### src/rtl/cci_mpf_wr_beat_normalizer_pkg.sv
// Shared types for the C1 write-beat normalizer.
//   t_beat_num       : beat index within a multi-line write (0..3)
//   t_wr_beat_state  : tracker FSM state
//   ERR_*            : bit positions inside t_wr_beat_err
//   t_wr_beat_err    : 5-bit protocol error vector
package cci_mpf_wr_beat_pkg;

  typedef logic [1:0] t_beat_num;

  typedef enum logic {
    IDLE   = 1'b0,
    IN_PKT = 1'b1
  } t_wr_beat_state;

  localparam int ERR_NO_SOP    = 0;
  localparam int ERR_SOP_MID   = 1;
  localparam int ERR_LEN_CHG   = 2;
  localparam int ERR_LEN_RANGE = 3;
  localparam int ERR_ALIGN     = 4;
  localparam int N_ERR         = 5;

  typedef logic [N_ERR-1:0] t_wr_beat_err;

endpackage

### src/rtl/cci_mpf_wr_beat_normalizer_if.sv
// C1 write-beat stream bundle around the normalizer.
//   in_*      : AFU-side write beat (valid, sop, cl_len, addr, data)
//   out_*     : FIU-side write beat plus beat index
//   pkt_done  : last beat of a packet at the output
// master: the AFU/FIU environment view. slave: the normalizer view.
interface cci_mpf_wr_beat_normalizer_if #(
  parameter int ADDR_W = 42,
  parameter int DATA_W = 512
);
  logic              in_valid;
  logic              in_sop;
  logic [1:0]        in_cl_len;
  logic [ADDR_W-1:0] in_addr;
  logic [DATA_W-1:0] in_data;

  logic              out_valid;
  logic              out_sop;
  logic [1:0]        out_cl_len;
  logic [ADDR_W-1:0] out_addr;
  logic [DATA_W-1:0] out_data;
  logic [1:0]        out_beat_num;
  logic              pkt_done;

  modport master (
    output in_valid, in_sop, in_cl_len, in_addr, in_data,
    input  out_valid, out_sop, out_cl_len, out_addr, out_data, out_beat_num, pkt_done
  );

  modport slave (
    input  in_valid, in_sop, in_cl_len, in_addr, in_data,
    output out_valid, out_sop, out_cl_len, out_addr, out_data, out_beat_num, pkt_done
  );
endinterface

### src/rtl/cci_mpf_wr_beat_normalizer_pipe.sv
// cci_mpf_wr_beat_pipe: N_STAGES-deep valid + payload register chain.
//   clk, reset : clock, synchronous active-high reset (valids only)
//   vld_in     : valid entering the chain
//   data_in    : W-bit payload entering the chain
//   vld_out    : valid after N_STAGES cycles
//   data_out   : payload after N_STAGES cycles
// N_STAGES == 0 is a straight wire.
module cci_mpf_wr_beat_pipe #(
  parameter int N_STAGES = 1,
  parameter int W        = 8
) (
  input  logic         clk,
  input  logic         reset,
  input  logic         vld_in,
  input  logic [W-1:0] data_in,
  output logic         vld_out,
  output logic [W-1:0] data_out
);

  if (N_STAGES == 0) begin : g_pass
    logic unused_clk_rst;
    assign unused_clk_rst = clk ^ reset;
    assign vld_out  = vld_in;
    assign data_out = data_in;
  end else begin : g_reg
    logic [N_STAGES-1:0] vld_p;
    logic [W-1:0]        data_p [N_STAGES];

    always_ff @(posedge clk) begin
      if (reset) begin
        vld_p <= '0;
      end else begin
        vld_p[0] <= vld_in;
        for (int i = 1; i < N_STAGES; i++) vld_p[i] <= vld_p[i-1];
      end
    end

    // payload registers carry no reset; the valid qualifies them
    always_ff @(posedge clk) begin
      data_p[0] <= data_in;
      for (int i = 1; i < N_STAGES; i++) data_p[i] <= data_p[i-1];
    end

    assign vld_out  = vld_p[N_STAGES-1];
    assign data_out = data_p[N_STAGES-1];
  end

endmodule

### src/rtl/cci_mpf_wr_beat_normalizer.sv
// cci_mpf_wr_beat_normalizer: tracks C1 multi-beat write packets, checks
// SOP/length/alignment, optionally splits packets into 1-line writes, and
// registers the result through N_REG_STAGES output stages.
//   clk, reset  : clock, synchronous active-high reset
//   bus (slave) : in_* write beat in; out_*, out_beat_num, pkt_done out
//   clr_err     : clears err_flags, err_count (and statistics)
//   err_flags   : sticky {align, len range, len change, sop mid, no sop}
//   err_count   : saturating count of beats carrying any error
//   pkt_count   : packets seen at the output (MPF_WR_BEAT_STATS_EN)
//   beat_count  : beats seen at the output (MPF_WR_BEAT_STATS_EN)
// Optional macro MPF_WR_BEAT_STATS_EN enables the statistics counters;
// without it pkt_count/beat_count are constant 0.
module cci_mpf_wr_beat_normalizer
  import cci_mpf_wr_beat_pkg::*;
#(
  parameter int ADDR_W            = 42,
  parameter int DATA_W            = 512,
  parameter int MAX_BEATS         = 4,
  parameter int CONVERT_TO_SINGLE = 0,
  parameter int N_REG_STAGES      = 1
) (
  input  logic         clk,
  input  logic         reset,
  cci_mpf_wr_beat_normalizer_if.slave bus,
  input  logic         clr_err,
  output t_wr_beat_err err_flags,
  output logic [15:0]  err_count,
  output logic [31:0]  pkt_count,
  output logic [31:0]  beat_count
);

  localparam int         PW      = 1 + 2 + ADDR_W + DATA_W + 2 + 1;
  localparam logic [1:0] MAX_LEN = 2'(MAX_BEATS - 1);
  localparam logic [2:0] MAX_B3  = 3'(MAX_BEATS);

  function automatic logic len_bad(input logic [1:0] len);
    return (len == 2'd2) || (({1'b0, len} + 3'd1) > MAX_B3);
  endfunction

  function automatic logic [15:0] sat_inc16(input logic [15:0] v);
    return (v == 16'hFFFF) ? v : v + 16'd1;
  endfunction

  t_wr_beat_state state, state_nxt;
  t_beat_num      cnt, cnt_nxt;
  logic [1:0]     len_raw_q, len_raw_nxt;   // cl_len as sent at SOP
  logic [1:0]     len_eff_q, len_eff_nxt;   // length actually tracked
  logic [1:0]     addr_lo_q, addr_lo_nxt;

  logic           range_bad;
  logic [1:0]     eff_len;
  t_wr_beat_err   beat_err;
  t_beat_num      beat_num;
  logic           done;
  logic [1:0]     addr_lo_cur;

  assign range_bad = len_bad(bus.in_cl_len);
  assign eff_len   = range_bad ? MAX_LEN : bus.in_cl_len;

  always_ff @(posedge clk) begin
    if (reset) begin
      state <= IDLE;
      cnt   <= '0;
    end else begin
      state <= state_nxt;
      cnt   <= cnt_nxt;
    end
  end

  always_ff @(posedge clk) begin
    len_raw_q <= len_raw_nxt;
    len_eff_q <= len_eff_nxt;
    addr_lo_q <= addr_lo_nxt;
  end

  always_comb begin
    state_nxt   = state;
    cnt_nxt     = cnt;
    len_raw_nxt = len_raw_q;
    len_eff_nxt = len_eff_q;
    addr_lo_nxt = addr_lo_q;
    beat_err    = '0;
    beat_num    = '0;
    done        = 1'b0;
    addr_lo_cur = addr_lo_q;

    if (bus.in_valid) begin
      if (bus.in_sop) begin
        // any SOP restarts tracking, even in the middle of a packet
        len_raw_nxt = bus.in_cl_len;
        len_eff_nxt = eff_len;
        addr_lo_nxt = bus.in_addr[1:0];
        addr_lo_cur = bus.in_addr[1:0];
        beat_err[ERR_SOP_MID]   = (state == IN_PKT);
        beat_err[ERR_LEN_RANGE] = range_bad;
        beat_err[ERR_ALIGN]     = |(bus.in_addr[1:0] & bus.in_cl_len);
        if (eff_len == 2'd0) begin
          done      = 1'b1;
          state_nxt = IDLE;
          cnt_nxt   = '0;
        end else begin
          state_nxt = IN_PKT;
          cnt_nxt   = 2'd1;
        end
      end else if (state == IDLE) begin
        // orphan beat: pass it through as a complete single-line write
        beat_err[ERR_NO_SOP] = 1'b1;
        done        = 1'b1;
        addr_lo_cur = bus.in_addr[1:0];
      end else begin
        beat_num = cnt;
        beat_err[ERR_LEN_CHG] = (bus.in_cl_len != len_raw_q);
        if (cnt == len_eff_q) begin
          done      = 1'b1;
          state_nxt = IDLE;
          cnt_nxt   = '0;
        end else begin
          cnt_nxt = cnt + 2'd1;
        end
      end
    end
  end

  always_ff @(posedge clk) begin
    if (reset || clr_err) begin
      err_flags <= '0;
      err_count <= '0;
    end else begin
      err_flags <= err_flags | beat_err;
      if (|beat_err) err_count <= sat_inc16(err_count);
    end
  end

  // ---- stage p0: normalized beat, before the output register chain ----
  logic              vld_p0;
  logic              sop_p0;
  logic [1:0]        len_p0;
  logic [ADDR_W-1:0] addr_p0;
  logic [PW-1:0]     pay_p0;

  always_comb begin
    if (CONVERT_TO_SINGLE != 0) begin
      sop_p0  = 1'b1;
      len_p0  = 2'd0;
      addr_p0 = {bus.in_addr[ADDR_W-1:2], addr_lo_cur | beat_num};
    end else begin
      sop_p0  = bus.in_sop;
      len_p0  = bus.in_cl_len;
      addr_p0 = bus.in_addr;
    end
  end

  assign vld_p0 = bus.in_valid & ~reset;
  assign pay_p0 = {sop_p0, len_p0, addr_p0, bus.in_data, beat_num, done};

  // ---- output stage: after N_REG_STAGES registers ----
  logic              vld_out;
  logic [PW-1:0]     pay_out;
  logic              sop_out;
  logic [1:0]        len_out;
  logic [ADDR_W-1:0] addr_out;
  logic [DATA_W-1:0] data_out;
  logic [1:0]        bnum_out;
  logic              done_out;

  cci_mpf_wr_beat_pipe #(
    .N_STAGES (N_REG_STAGES),
    .W        (PW)
  ) u_pipe (
    .clk      (clk),
    .reset    (reset),
    .vld_in   (vld_p0),
    .data_in  (pay_p0),
    .vld_out  (vld_out),
    .data_out (pay_out)
  );

  assign {sop_out, len_out, addr_out, data_out, bnum_out, done_out} = pay_out;

  // control fields are qualified by valid so they read 0 between beats
  assign bus.out_valid    = vld_out;
  assign bus.out_sop      = vld_out & sop_out;
  assign bus.out_cl_len   = vld_out ? len_out : 2'd0;
  assign bus.out_addr     = addr_out;
  assign bus.out_data     = data_out;
  assign bus.out_beat_num = vld_out ? bnum_out : 2'd0;
  assign bus.pkt_done     = vld_out & done_out;

`ifdef MPF_WR_BEAT_STATS_EN
  logic [31:0] pkt_cnt_q;
  logic [31:0] beat_cnt_q;

  always_ff @(posedge clk) begin
    if (reset || clr_err) begin
      pkt_cnt_q  <= '0;
      beat_cnt_q <= '0;
    end else begin
      if (vld_out)             beat_cnt_q <= beat_cnt_q + 32'd1;
      if (vld_out && done_out) pkt_cnt_q  <= pkt_cnt_q + 32'd1;
    end
  end

  assign pkt_count  = pkt_cnt_q;
  assign beat_count = beat_cnt_q;
`else
  assign pkt_count  = '0;
  assign beat_count = '0;
`endif

endmodule

### src/flat_wrapper.sv
// flat-port wrapper written by rule: the top's interface ports become plain ports
module cci_mpf_wr_beat_normalizer_flat import cci_mpf_wr_beat_pkg::*;
#(
  parameter int ADDR_W            = 42,
  parameter int DATA_W            = 512,
  parameter int MAX_BEATS         = 4,
  parameter int CONVERT_TO_SINGLE = 0,
  parameter int N_REG_STAGES      = 1
)
  (clk, reset, clr_err, err_flags, err_count, pkt_count, beat_count, bus_in_valid, bus_in_sop, bus_in_cl_len, bus_in_addr, bus_in_data, bus_out_valid, bus_out_sop, bus_out_cl_len, bus_out_addr, bus_out_data, bus_out_beat_num, bus_pkt_done);
  cci_mpf_wr_beat_normalizer_if #(.ADDR_W(ADDR_W), .DATA_W(DATA_W)) bus_i ();
  input  logic clk;
  input  logic reset;
  input  logic clr_err;
  output t_wr_beat_err err_flags;
  output logic [15:0] err_count;
  output logic [31:0] pkt_count;
  output logic [31:0] beat_count;
  input wire logic [$bits(bus_i.in_valid)-1:0] bus_in_valid;
  input wire logic [$bits(bus_i.in_sop)-1:0] bus_in_sop;
  input wire logic [$bits(bus_i.in_cl_len)-1:0] bus_in_cl_len;
  input wire logic [$bits(bus_i.in_addr)-1:0] bus_in_addr;
  input wire logic [$bits(bus_i.in_data)-1:0] bus_in_data;
  output wire logic [$bits(bus_i.out_valid)-1:0] bus_out_valid;
  output wire logic [$bits(bus_i.out_sop)-1:0] bus_out_sop;
  output wire logic [$bits(bus_i.out_cl_len)-1:0] bus_out_cl_len;
  output wire logic [$bits(bus_i.out_addr)-1:0] bus_out_addr;
  output wire logic [$bits(bus_i.out_data)-1:0] bus_out_data;
  output wire logic [$bits(bus_i.out_beat_num)-1:0] bus_out_beat_num;
  output wire logic [$bits(bus_i.pkt_done)-1:0] bus_pkt_done;
  assign bus_i.in_valid = bus_in_valid;
  assign bus_i.in_sop = bus_in_sop;
  assign bus_i.in_cl_len = bus_in_cl_len;
  assign bus_i.in_addr = bus_in_addr;
  assign bus_i.in_data = bus_in_data;
  assign bus_out_valid = bus_i.out_valid;
  assign bus_out_sop = bus_i.out_sop;
  assign bus_out_cl_len = bus_i.out_cl_len;
  assign bus_out_addr = bus_i.out_addr;
  assign bus_out_data = bus_i.out_data;
  assign bus_out_beat_num = bus_i.out_beat_num;
  assign bus_pkt_done = bus_i.pkt_done;
  cci_mpf_wr_beat_normalizer #(.ADDR_W(ADDR_W), .DATA_W(DATA_W), .MAX_BEATS(MAX_BEATS), .CONVERT_TO_SINGLE(CONVERT_TO_SINGLE), .N_REG_STAGES(N_REG_STAGES)) u_core (.clk(clk), .reset(reset), .bus(bus_i), .clr_err(clr_err), .err_flags(err_flags), .err_count(err_count), .pkt_count(pkt_count), .beat_count(beat_count));
endmodule
### config.mk
export PLATFORM = sky130hd
export DESIGN_NAME = cci_mpf_wr_beat_normalizer_flat
export DESIGN_NICKNAME = d
export VERILOG_FILES = /design/src/rtl/cci_mpf_wr_beat_normalizer_pkg.sv /design/src/rtl/cci_mpf_wr_beat_normalizer_if.sv /design/src/rtl/cci_mpf_wr_beat_normalizer_pipe.sv /design/src/rtl/cci_mpf_wr_beat_normalizer.sv /design/src/flat_wrapper.sv
export SDC_FILE = /design/constraint.sdc
export NUM_CORES = 1
export LEC_CHECK = 0
export BUFFER_PORTS_ARGS = -buffer_cell sky130_fd_sc_hd__buf_2
export CORE_AREA = 2 2 468 470
export DETAILED_ROUTE_END_ITERATION = 6
export DIE_AREA = 0 0 470 472
export PLACE_DENSITY_LB_ADDON = 0.08
export REMOVE_ABC_BUFFERS = 1
export SLEW_MARGIN = 5
export SYNTH_ARGS = -nofsm -noshare
export SYNTH_HDL_FRONTEND = slang
export SYNTH_HIERARCHICAL = 1
export SYNTH_SLANG_ARGS = --single-unit
### constraint.sdc
create_clock -name clk -period 2.3 [get_ports clk]
set_input_delay 0.69 -clock clk [delete_from_list [all_inputs] [get_ports clk]]
set_output_delay 0.69 -clock clk [all_outputs]
set_load 0.01 [all_outputs]
# == Word-level counts from Yosys, hierarchy flattened ==
# Memory sizes are Yosys's and may differ from the RTL's.
# Cells that the tools add are included.
# word_totals
register_bits,29
latchBits,0
ramBits,560
mem_bits_ro,0
input_bits,561
output_inout_bits,646
wordCells,58
memories,1
# mem_list
memory,depth,width,read_ports,rd_clocked_by_memory_dff,write_ports,line_no,text
u_core.u_pipe.g_reg.data_p,1,560,1,0,1,cci_mpf_wr_beat_normalizer_pipe.sv:27,logic [W-1:0] data_p [N_STAGES];
# op_classes
add_sub_neg,3
n_mul,0
n_div,0
n_lt_le_gt_ge,1
eq_ne,4
n_shift,0
mux,26
n_bitwise,7
reduce_logical,9
# ops
cell,n
2-to-1 mux 2 bit,10
adder 16 x 1 -> 16 bit (second input constant),1
== test 16 bit (second input constant),1
2-to-1 mux 1 bit,15
AND reduction 2 bit,3
2-to-1 mux 5 bit,1
OR 5 bit,1
OR reduction 5 bit,1
adder 2 x 1 -> 3 bit (second input constant),1
bitwise AND 1 bit,3
> comparator 3 bit (second input constant),1
adder 2 x 1 -> 2 bit (second input constant),1
bitwise AND 2 bit,1
== test 2 bit,1
== test 2 bit (second input constant),1
zero test 2 bit,1
logical OR 1 bit,2
inequality test 2 bit,1
NOT 1 bit,2
nonzero test 2 bit,1
OR reduction 2 bit,1

# == Depth between registers and ports, before layout ==
# Gate-level depths: netlist of the first run.
# depth
ltp_word,8
mapped_depth,7
mapped_depth_nobuf,6

# == Cells and area by module ==
# The synthesis of the first run kept the hierarchy.
# modules_own_cells
module,n_inst,cells_each,area_each_um2,seq_area_each_um2
cci_mpf_wr_beat_pipe,1,562,11244.5,11230.8
cci_mpf_wr_beat_normalizer,1,230,1916.8,600.6

# == Worst setup path after synthesis of the first run ==
# Ideal clock, no wire load.
# synth_path
kind,input to register
from,in bus_in_addr[0]
to,reg u_core.err_count[9]
setup_ns,0.116
arrival_ns,1.829
required_ns,2.184
setup_slack_ns,0.354
cell_stages,5
path_buffers,1
path_cell_list,a22o_1 -> o41a_1 -> and3_4 -> buf_6 -> a41o_2
# synth_via
elab_chain_cells,6
# synth_rtl
element,line_no,text
start: declaration,flat_wrapper.sv:22,input wire logic [$bits(bus_i.in_addr)-1:0] bus_in_addr;
bitwise AND 2 bit,cci_mpf_wr_beat_normalizer.sv:96,beat_err[ERR_ALIGN] = |(bus.in_addr[1:0] & bus.in_cl_len);
OR reduction 2 bit,cci_mpf_wr_beat_normalizer.sv:96,
2-to-1 mux 2 bit,cci_mpf_wr_beat_normalizer.sv:88,if (bus.in_sop) begin
2-to-1 mux 5 bit,cci_mpf_wr_beat_normalizer.sv:87,if (bus.in_valid) begin
OR reduction 5 bit,cci_mpf_wr_beat_normalizer.sv:130,if (|beat_err) err_count <= sat_inc16(err_count);
AND reduction 2 bit (no line),--,
end signal: assignment,cci_mpf_wr_beat_normalizer.sv:130,
end: declaration,cci_mpf_wr_beat_normalizer.sv:27,"output logic [15:0] err_count,"
# No other way between the ends.
# A chain may end at the register's enable or synchronous reset.

# == Worst setup path after layout of the first run ==
# layout_path
from,mem u_core/u_pipe/g_reg.data_p[0][0] in the netlist's numbering
to,out bus_pkt_done
# layout_via
elab_chain_cells,2
# layout_rtl
element,line_no,text
start: declaration,cci_mpf_wr_beat_normalizer_pipe.sv:27,
memory read (1 x 560 bit),--,
bitwise AND 1 bit,cci_mpf_wr_beat_normalizer.sv:187,assign bus.pkt_done = vld_out & done_out;
end: declaration,flat_wrapper.sv:30,output wire logic [$bits(bus_i.pkt_done)-1:0] bus_pkt_done;
# No other way between the ends.

==> results of run 1 <==
cell type report:
| cell class | instances | area (um^2) | area share [%] |
|---|---|---|---|
| Sequential cell | 589 | 11800 | 40.6 |
| Timing Repair Buffer | 1539 | 9660 | 33.1 |
| Tap cell | 2854 | 3570 | 12.3 |
| Clock buffer | 114 | 2380 | 8.15 |
| Multi-Input combinational cell | 192 | 1040 | 3.57 |
| Clock inverter | 35 | 544 | 1.87 |
| Antenna cell | 43 | 108 | 0.369 |
| Inverter | 4 | 15.0 | 0.0515 |
worst max-delay path by stage:
stage,from,end,slack (ps),cells after the start
CTS,u_core/u_pipe/vld_out,bus_out_beat_num[0],20,2
floorplan,bus_in_addr[0],u_core/err_count[9],440,4
global placement,bus_in_addr[0],u_core/err_count[3],-120,7
detailed placement,bus_in_addr[0],u_core/err_count[3],-80,7
global route,u_core/u_pipe/g_reg.data_p[0][557],bus_out_cl_len[0],20,2
finish,u_core/u_pipe/g_reg.data_p[0][0],bus_pkt_done,200,2
synthesized netlist by cell type, drive strengths merged, types with 2 or more instances:
cell type and count:
a21oi 13, a31o 2, a31oi 3, a41o 2
and2 10, and3 5, and4 3, buf 67
clkbuf 3, dfxtp 585, edfxtp 4, inv 4
mux2i 3, nand2 13, nand3 4, nand4 8
nor2 19, nor2b 3, nor3 4, o21ai 6
or2 2, or3 7, or4 2, xnor2 7
worst reg2reg max path, delay by kind of cell (launching register included):
| family | cells | cell delay, ps |
|---|---|---|
| buffers and inverters | 1 | 170 |
| adder cells (fa/ha/maj) | 1 | 230 |
| AND/OR/NAND/NOR | 3 | 940 |
| AO/OA/AOI/OAI | 2 | 220 |
| flip-flops | 1 | 330 |
metrics by stage:
stage / util [%] / setup slack [ps] / total power, uW
after floorplan: - / 436 / 11500
after global placement: 10.3 / -118 / 13000
after detailed placement: 10.3 / -78.1 / 13000
after CTS: 13.4 / 19.4 / 28200
after global routing: 13.4 / 21.5 / 28600
final: 13.5 / 199 / 27200
logic make-up (layout without fill, tap and decap cells):
| group | after synthesis | count (layout) | share of synthesized area, % |
|---|---|---|---|
| and+or+nand+nor | 82 | 82 | 3.42 |
| adders and majority gates | 1 | 1 | 0.0951 |
| xor gates and xnor gates | 8 | 8 | 0.532 |
| buffers and inverters | 74 | 1692 | 4.00 |
| other | 1 | 107 | 0.0285 |
| AOI/OAI and AO/OA | 34 | 34 | 1.80 |
| DFF | 589 | 589 | 89.9 |
| muxes | 3 | 3 | 0.228 |
power by group:
part | internal, uW | total [uW] | switching (uW)
Combinational | 1140 | 2310 | 1170
Clock | 8490 | 14000 | 5480
Sequential | 10800 | 10900 | 177
Total | 20400 | 27200 | 6830
per-layer routing:
metal  vias up  wire, um  global-route usage (%)
met5         -       214                   0.389
met3       234     14800                    5.76
met2       924     49100                    15.3
met1      5818     37600                    9.42
met4        34      3660                    3.12
li1       5735         -                       -
flip-flops by register name (all words and copies together), names as in the netlist:
signal and count:
u_core/u_pipe/vld_out 1, u_core/len_raw_q 2, u_core/err_flags 5, u_core/state 1, u_core/u_pipe/g_reg.data_p 560, u_core/cnt 2
u_core/err_count 16, u_core/len_eff_q 2
cell usage in the layout, fill, tap and decap left out, drive strengths merged, types with 2 or more instances in the layout:
master | Yosys | layout
and3 | 5 | 5
nand3 | 4 | 4
a31o | 2 | 2
nor2 | 19 | 19
clkinvlp | 0 | 3
o21ai | 6 | 6
a31oi | 3 | 3
buf | 67 | 1157
clkbuf | 3 | 114
edfxtp | 4 | 4
a21oi | 13 | 13
conb | 1 | 64
or2 | 2 | 2
clkinv | 0 | 18
and2 | 10 | 10
mux2i | 3 | 3
or3 | 7 | 7
nand2 | 13 | 13
or4 | 2 | 2
a41o | 2 | 2
dlygate4sd3 | 0 | 382
inv | 4 | 7
xnor2 | 7 | 7
diode | 0 | 43
nor2b | 3 | 3
and4 | 3 | 3
bufinv | 0 | 11
dfxtp | 585 | 585
nor3 | 4 | 4
nand4 | 8 | 8
what timing repair did:
item                                    in CTS  in global routing
buffers inserted                             0                  0
hold endpoints to repair                   382                  0
hold buffers                               382                  0
gates resized for setup                      4                  0
endpoints found under the setup margin       7                  0
==> impl_metrics.tcl, run 1 <==
set metrics [dict create \
    yosysWarnings 6 \
    area_growth_syn_to_layout_pct 121 \
    reg2reg_from "u_core/err_count[1]" \
    chipHeight_um 472 \
    slowest_delay_ps 410 \
    num-fill-cells 24700 \
    io_buffer_count 1142 \
    worstSetupEndpointType "output pin" \
    finalSetupViolCount 0 \
    core.rowCount 171 \
    die_w_um 470 \
    proportion_of_synthesized_flip_flops_having_asynchronous_set_or_reset_pct 0 \
    post_route_cells_drive_above_1_share_pct 52.6 \
    critPathLaunchType "register" \
    grt_use_total_pct 9.21 \
    maxClockFrequency_mhz 476 \
    cts_inserted_buffers 84 \
    ff2ff_setup_slack_ps 350 \
    finalHoldViolations 0 \
    crit_path_max_fanout 1 \
    maximum_number_of_pins_on_one_net_before_global_route_repair 18 \
    crit_path_top_delay_cell "dfxtp_1" \
    dpl.cell_count 4796 \
    final_cell_area_um2 29100 \
    grt_pass1_wl_um 136000 \
    number_of_design_rule_violations_left_after_detail_routing 0 \
    finalWirelength_um 105000 \
    ys_seq_elements 589 \
    whs_ps 104 \
    period_minus_slack_ps 2100 \
    timing.critical_path.arrival_ps 1410 \
    min-delay-path-class "input port to register" \
    p_leak_uw 0.0131 \
    cts.htree.levels 3 \
    timing.hold.worst_path_depth 1 \
    unique_masters_post_synth 46 \
    max_cap_viol_count 0 \
    detail_route.iter0.violations 356 \
    seq_area_frac_synth_pct 89.9 \
    io_pins 1207 \
    avgRoutedWirePerCell_um 19.6 \
    dp.final_hpwl_um 91100 \
    grt_pass1_vias 14400 \
    timing.setup.tns_ps 0 \
    design.core.area_um2 217000 \
    skew_ps 10.9 \
    required_worst_endpoint_ps 1610 \
    netlist_area_um2 13200 \
    worst_hold_startpoint "bus_in_data[68]" \
    detail-route-antenna-nets 0 \
    worstReg2RegEnd "u_core/err_count[3]" \
    final_nets 2972 \
    initial_core_util_pct 6.08 \
    gp_congestion 0.783 \
    tritoncts_clock_tree "yes" \
    outcome "completed" \
    max-clock-path-buffers 3 \
    synth_top_area_share_pct 89.0 \
    grt_antenna_before_repair 103 \
    synth_edf_count 4 \
    syn_avg_cell_area_um2 16.6 \
    synth_ff_type "dfxtp_1" \
    power.density_nw_per_um2 934 \
    instances_no_fill 5370 \
    grt_remaining_overflow 0 \
    syn_inst 792 \
    worst_path_dominant_cell_family "flip-flops" \
    design.die.area_um2 222000 \
    fin_crit_sh_pct 91.3 \
    synthDominantAreaCellType "dfxtp_1" \
    crit_chain "and2_1 -> buf_2" \
    critical_path_buf_inv_count 1 \
    placed_cell_area_um2 22300 \
    insertion_delay_of_the_later_clocked_pin_in_the_worst_skew_pair_ps 690 \
    synth_area_leaders "dfxtp_1 (89%), buf_4 (3.7%), edfxtp_1 (0.91%)" \
    clock_sink_count 589 \
    drt-vias-per-instance 2.37 \
    worst_ir_drop_vdd_v 0.000524 \
    firstDrtPassIters 4 \
    report.final.slew_viol_count 0 \
    root_buffer "clkbuf_16" \
    worst_setup_hold_path_clk_slew_ps 60 \
    hold_end "u_core/u_pipe/g_reg.data_p[0][71]" \
    worst-r2r-cell-count 7 \
    rsz0062_at_grt "no" \
    route.vias.total 12700 \
    worst-setup-path-type "register to output pin" \
]
(Power assumes the default switching activity.)
==> run 2: changes to the inputs <==
--- a/config.mk
+++ b/config.mk
@@ -5,14 +5,13 @@
 export SDC_FILE = /design/constraint.sdc
 export NUM_CORES = 1
 export LEC_CHECK = 0
-export BUFFER_PORTS_ARGS = -buffer_cell sky130_fd_sc_hd__buf_2
-export CORE_AREA = 2 2 468 470
+export BUFFER_PORTS_ARGS = -buffer_cell sky130_fd_sc_hd__buf_4
+export CORE_AREA = 2 2 474 476
 export DETAILED_ROUTE_END_ITERATION = 6
-export DIE_AREA = 0 0 470 472
+export DIE_AREA = 0 0 476 478
 export PLACE_DENSITY_LB_ADDON = 0.08
 export REMOVE_ABC_BUFFERS = 1
 export SLEW_MARGIN = 5
 export SYNTH_ARGS = -nofsm -noshare
 export SYNTH_HDL_FRONTEND = slang
-export SYNTH_HIERARCHICAL = 1
 export SYNTH_SLANG_ARGS = --single-unit
==> run 2 against run 1 <==
Final cell count rose by 3.8%. Worst setup slack improved by 44 ps. Clock power fell by 4%. Total power rose by 0.57%. Utilization rose by 1.2 points. Cell area rose by 13%. Clock skew fell by 7.3 ps. Highest routed layer unchanged.
==> impl_metrics.tcl, run 2 <==
set metrics [dict create \
    yosysWarnings 0 \
    tritoncts_clock_tree "yes" \
    unique_masters_post_synth 43 \
    whs_ps 106 \
    synth.top_cells.by_count "buf_4 (618), dfxtp_1 (585), nor2_1 (15)" \
    min-delay-path-class "input port to register" \
    regMostFlops "u_core.u_pipe.g_reg.data_p" \
    gp_congestion 0.840 \
    layout_setup_ws_ps 244 \
    cts_repair_resize_count 0 \
    core.rowCount 174 \
    p_leak_uw 0.0142 \
    synthDominantAreaCellType "dfxtp_1" \
    synth_top_area_share_pct 67.7 \
    area_growth_syn_to_layout_pct 89.6 \
    avgRoutedWirePerCell_um 19.9 \
    crit_path_max_fanout 1 \
    ctsHoldBuffers 462 \
    maxClockFrequency_mhz 486 \
    largestRegisters "u_core.u_pipe.g_reg.data_p (560), u_core.err_count (16), u_core.err_flags (5)" \
    num-fill-cells 25300 \
    ys_seq_elements 589 \
    insertion_delay_of_the_later_clocked_pin_in_the_worst_skew_pair_ps 680 \
    period_minus_slack_ps 2060 \
    met2_length_um 55400 \
    layout_common_cells "buf_4 (1151), dfxtp_1 (585), dlygate4sd3_1 (462)" \
    rsz0062_at_grt "no" \
    timing.critical_path.arrival_ps 1370 \
    detail-route-antenna-nets 0 \
    grt_pass1_wl_um 140000 \
    critPathLaunchType "register" \
    topRoutingLayerUsed "met5" \
    fin_crit_sh_pct 89.4 \
    dp_worst_setup_slack_ps 103 \
    outcome "completed" \
    synth.most_common_cell "buf_4" \
    met3_wirelength_um 12100 \
    grt_remaining_overflow 0 \
    chipHeight_um 478 \
    number_of_design_rule_violations_left_after_detail_routing 0 \
    placed_cell_area_um2 25300 \
    grt_use_total_pct 9.36 \
    final_nets 3043 \
    grt_pass1_vias 14400 \
    cts_inserted_buffers 84 \
    finalWirelength_um 111000 \
    cts.htree.levels 3 \
    required_worst_endpoint_ps 1610 \
    initial_core_util_pct 7.75 \
    synth_ff_type "dfxtp_1" \
    finalSetupViolCount 0 \
    worst_setup_hold_path_clk_slew_ps 60 \
    power.density_nw_per_um2 834 \
    max_ffs_per_register 560 \
    skew_ps 3.63 \
    route.vias.total 12900 \
    firstDrtPassIters 4 \
    design.core.area_um2 223000 \
    overall_power_of_the_completed_layout_uw 27400 \
    timing.setup.tns_ps 0 \
    root_buffer "clkbuf_16" \
    slowest_delay_ps 460 \
    critical_path_buf_inv_count 1 \
    design.die.area_um2 228000 \
    max_slew_margin_pct 64.6 \
    final_cell_area_um2 32800 \
    syn_inst 1342 \
    post_route_cells_drive_above_1_share_pct 51.1 \
    io_pins 1207 \
    netlist_area_um2 17300 \
    worst-setup-path-type "register to output pin" \
    post_cts.repair.setup_buffers 0 \
    die_w_um 476 \
    wl_met1_um 40100 \
    synth_edf_count 4 \
    max-clock-path-buffers 3 \
    crit_chain "buf_4" \
    most_common_library_cell_in_the_layout_ignoring_fill_and_taps "buf_4" \
    synth_area_leaders "dfxtp_1 (68%), buf_4 (27%), edfxtp_1 (0.69%)" \
    finalHoldViolations 0 \
    clock_sink_count 589 \
    crit_path_top_delay_cell "dfxtp_1" \
    seq_area_frac_synth_pct 68.4 \
    grt_antenna_before_repair 81 \
    drt-vias-per-instance 2.31 \
    detail_route.iter0.violations 296 \
    worst_path_dominant_cell_family "flip-flops" \
    max_cap_viol_count 0 \
    io_buffer_count 1142 \
    report.final.slew_viol_count 0 \
    proportion_of_synthesized_flip_flops_having_asynchronous_set_or_reset_pct 0 \
    dp.final_hpwl_um 95900 \
    syn_avg_cell_area_um2 12.9 \
    worstMarginPinSlew_ps 526 \
    worst_ir_drop_vdd_v 0.000490 \
    maximum_number_of_pins_on_one_net_before_global_route_repair 16 \
    worstSetupEndpointType "output pin" \
]
## run 2: changes by cell type after synthesis, moves of 3 or more
cell,delta
mux2i_1,-3
nor2_1,-4
inv_1,+3
nand2_1,-8
xnor2_1,-3
o21ai_1,+6
and2_1,-3
o31ai_1,+3
or3_1,+3
nand2b_1,+3
a21oi_2,+6
buf_4,+554
## run 2: cell type report
type / count / area (um^2) / area share [%]
antenna: 33 / 82.6 / 0.252
clock buffer: 112 / 2330 / 7.09
clock inverter: 44 / 515 / 1.57
inverter: 7 / 26.3 / 0.0801
multi-input combinational: 186 / 1010 / 3.08
sequential: 589 / 11800 / 36.1
tap: 2992 / 3740 / 11.4
timing repair buffer: 1613 / 13300 / 40.4
## run 2: metal layers
metal	up-vias	GRT usage [%]
met2	832	16.4
met4	24	3.04
met5	-	0
li1	5883	-
met3	184	4.40
met1	5977	9.80
## run 2: cell families (layout without fill, tap and decap cells)
group                    after synthesis  after routing  synth area share (%)
buffers and inverters                630           1776                  27.2
flip-flops                           589            589                  68.4
AND/OR/NAND/NOR                       72             72                  2.44
AO/OA/AOI/OAI                         44             44                  1.68
XOR/XNOR                               5              5                 0.253
adder cells (fa/ha/maj)                1              1                0.0723
other                                  1             97                0.0217
## run 2: path summary, 6_finish.rpt
check                                                         from                            endpoint  slack, ps  cells after the start
worst min register to register                 u_core.err_flags[0]                 u_core.err_flags[0]        490                      2
worst min-delay path                              bus_in_data[380]  u_core.u_pipe.g_reg.data_p[0][383]        110                      1
worst max register to register                 u_core.err_count[1]                 u_core.err_count[6]        290                      7
worst max-delay path            u_core.u_pipe.g_reg.data_p[0][189]                   bus_out_data[186]        240                      1
## run 2: per-stage QoR
step | cells | util, %
floorplan | 782 | -
global placement | 4925 | 11.3
detailed placement | 4925 | 11.3
CTS | 5543 | 14.7
global route | 5563 | 14.7
finish | 5576 | 14.7
## run 2: power breakdown
group / internal [uW] / leakage [uW] / switching, uW
Sequential: 10800 / 0.00497 / 220
Combinational: 1750 / 0.00789 / 1240
Clock: 7700 / 0.00138 / 5700
==> run 3: changes to the inputs <==
==> constraint.sdc (replaced) <==
create_clock -name clk -period 2.3 [get_ports clk]
set_input_delay 0.115 -clock clk [delete_from_list [all_inputs] [get_ports clk]]
set_output_delay 0.115 -clock clk [all_outputs]
set_load 0.01 [all_outputs]
==> run 3 against run 2 <==
Worst setup slack better by 28 ps. Hold slack worse by 19 ps. Routed wire length up 1.9%. Clock power up 9%. Register-to-register slack worse by 20 ps. Die area unchanged. Critical endpoint is now u_core.err_count[10].
==> impl_metrics.tcl, run 3 (same netlist as run 2, synthesis figures left out) <==
set metrics [dict create \
    tritoncts_clock_tree "yes" \
    hold_end "u_core.u_pipe.g_reg.data_p[0][125]" \
    io_pins 1207 \
    timing.critical_path.arrival_ps 2650 \
    finalSetupViolCount 0 \
    report.final.slew_viol_count 0 \
    crit_chain "ha_1 -> nand3_1 -> buf_4 -> nor2_1 -> o21ai_0 -> or4_1 -> a21oi_1" \
    post_route_cells_drive_above_1_share_pct 44.1 \
    worst-r2r-cell-count 7 \
    reg2reg_from "u_core.err_count[1]" \
    root_buffer "clkbuf_16" \
    grt_antenna_before_repair 93 \
    worst-setup-path-type "register to register" \
    timing.hold.worst_path_depth 2 \
    power.density_nw_per_um2 787 \
    firstDrtPassIters 4 \
    detail-route-antenna-nets 0 \
    detail_route.iter0.violations 352 \
    worstMarginPinSlew_ps 586 \
    area_growth_syn_to_layout_pct 114 \
    min-delay-path-class "input port to register" \
    required_worst_endpoint_ps 2920 \
    layout_common_cells "buf_4 (1145), dlygate4sd3_1 (857), dfxtp_1 (585)" \
    worst_setup_hold_path_clk_slew_ps 60 \
    skew_ps 6.48 \
    dp.final_hpwl_um 95700 \
    slowest_delay_ps 480 \
    initial_core_util_pct 7.75 \
    worstReg2RegEnd "u_core.err_count[10]" \
    worst_hold_startpoint "bus_in_data[122]" \
    cts.htree.levels 3 \
    max-clock-path-buffers 3 \
    outcome "completed" \
    most_common_library_cell_in_the_layout_ignoring_fill_and_taps "buf_4" \
    max_cap_viol_count 0 \
    rsz0062_at_grt "no" \
    gp_congestion 0.824 \
    timing.setup.tns_ps 0 \
    overall_power_of_the_completed_layout_uw 29100 \
    p_leak_uw 0.0160 \
    drt-vias-per-instance 2.42 \
    final_nets 3435 \
    clock_sink_count 589 \
    finalHoldViolations 0 \
    grt_pass1_vias 16100 \
    whs_ps 86.4 \
    core.rowCount 174 \
    cts_inserted_buffers 87 \
    grt_use_total_pct 9.59 \
    worst_path_dominant_cell_family "simple AND/OR/NAND/NOR gates" \
    design.die.area_um2 228000 \
    route.vias.total 14400 \
    grt_pass1_wl_um 146000 \
    finalCoreUtilization_pct 16.6 \
    maximum_number_of_pins_on_one_net_before_global_route_repair 20 \
    period_minus_slack_ps 2030 \
    layout_setup_ws_ps 271 \
    cts_repair_resize_count 0 \
    insertion_delay_of_the_later_clocked_pin_in_the_worst_skew_pair_ps 700 \
    max_ffs_per_register 560 \
    finalWirelength_um 113000 \
    io_buffer_count 1142 \
    avgRoutedWirePerCell_um 19.0 \
    largestRegisters "u_core.u_pipe.g_reg.data_p (560), u_core.err_count (16), u_core.err_flags (5)" \
    grt_remaining_overflow 0 \
    chipHeight_um 478 \
    crit_path_max_fanout 6 \
    ff2ff_setup_slack_ps 270 \
    max_slew_margin_pct 60.5 \
    dp_worst_setup_slack_ps 294 \
    design.core.area_um2 223000 \
    critPathLaunchType "register" \
    critical_path_buf_inv_count 1 \
    die_w_um 476 \
    regMostFlops "u_core.u_pipe.g_reg.data_p" \
    number_of_design_rule_violations_left_after_detail_routing 0 \
    maxClockFrequency_mhz 493 \
    worstSetupEndpointType "register" \
    crit_path_top_delay_cell "or4_1" \
    worst_ir_drop_vdd_v 0.000532 \
    fin_crit_sh_pct 88.2 \
]
run 3: per-layer routing:
layer / vias to the layer above / routed length, um / global-route usage, %
li1: 6667 / - / -
met1: 6658 / 40000 / 9.78
met2: 839 / 56500 / 16.9
met3: 229 / 12400 / 4.65
met4: 44 / 3970 / 3.35
met5: - / 271 / 0
run 3: what timing repair did:
action | 4_1_cts | 5_1_grt
endpoints found under the hold margin | 592 | 0
hold buffers | 857 | 0
buffers inserted | 0 | 0
run 3: stage by stage:
step                      cells  cell area [um^2]
after floorplan             782             12900
after global placement     4919             25200
after detailed placement   4919             25200
after CTS                  5932             36900
after global routing       5959             36900
final                      5972             37000
run 3: area by class of cell:
| class | instances | area, um^2 |
|---|---|---|
| timing repair buffer | 2002 | 17200 |
| inverter | 7 | 26.3 |
| clock inverter | 37 | 604 |
| tap | 2992 | 3740 |
| multi-input combinational | 186 | 1010 |
| clock buffer | 119 | 2470 |
| fill | 24900 | 186000 |
| antenna | 40 | 100 |
| sequential | 589 | 11800 |
run 3: worst max path at each step:
| stage | from | end | depth (start not counted) |
|---|---|---|---|
| 2_1_floorplan | u_core.err_count[0] | u_core.err_count[3] | 6 |
| 3_3_place_gp | u_core.err_count[1] | u_core.err_count[0] | 6 |
| 3_5_place_dp | u_core.err_count[1] | u_core.err_count[10] | 7 |
| 4_1_cts | u_core.err_count[1] | u_core.err_count[10] | 7 |
| 5_1_grt | u_core.err_count[1] | u_core.err_count[10] | 7 |
| 6_report | u_core.err_count[1] | u_core.err_count[10] | 7 |
run 3: power by group:
group	internal [uW]	switching [uW]	total, uW	leakage, uW
combinational	2190	1350	3530	0.00952
sequential	10800	226	11000	0.00497
clock	8990	5590	14600	0.00150
total	21900	7160	29100	0.0160
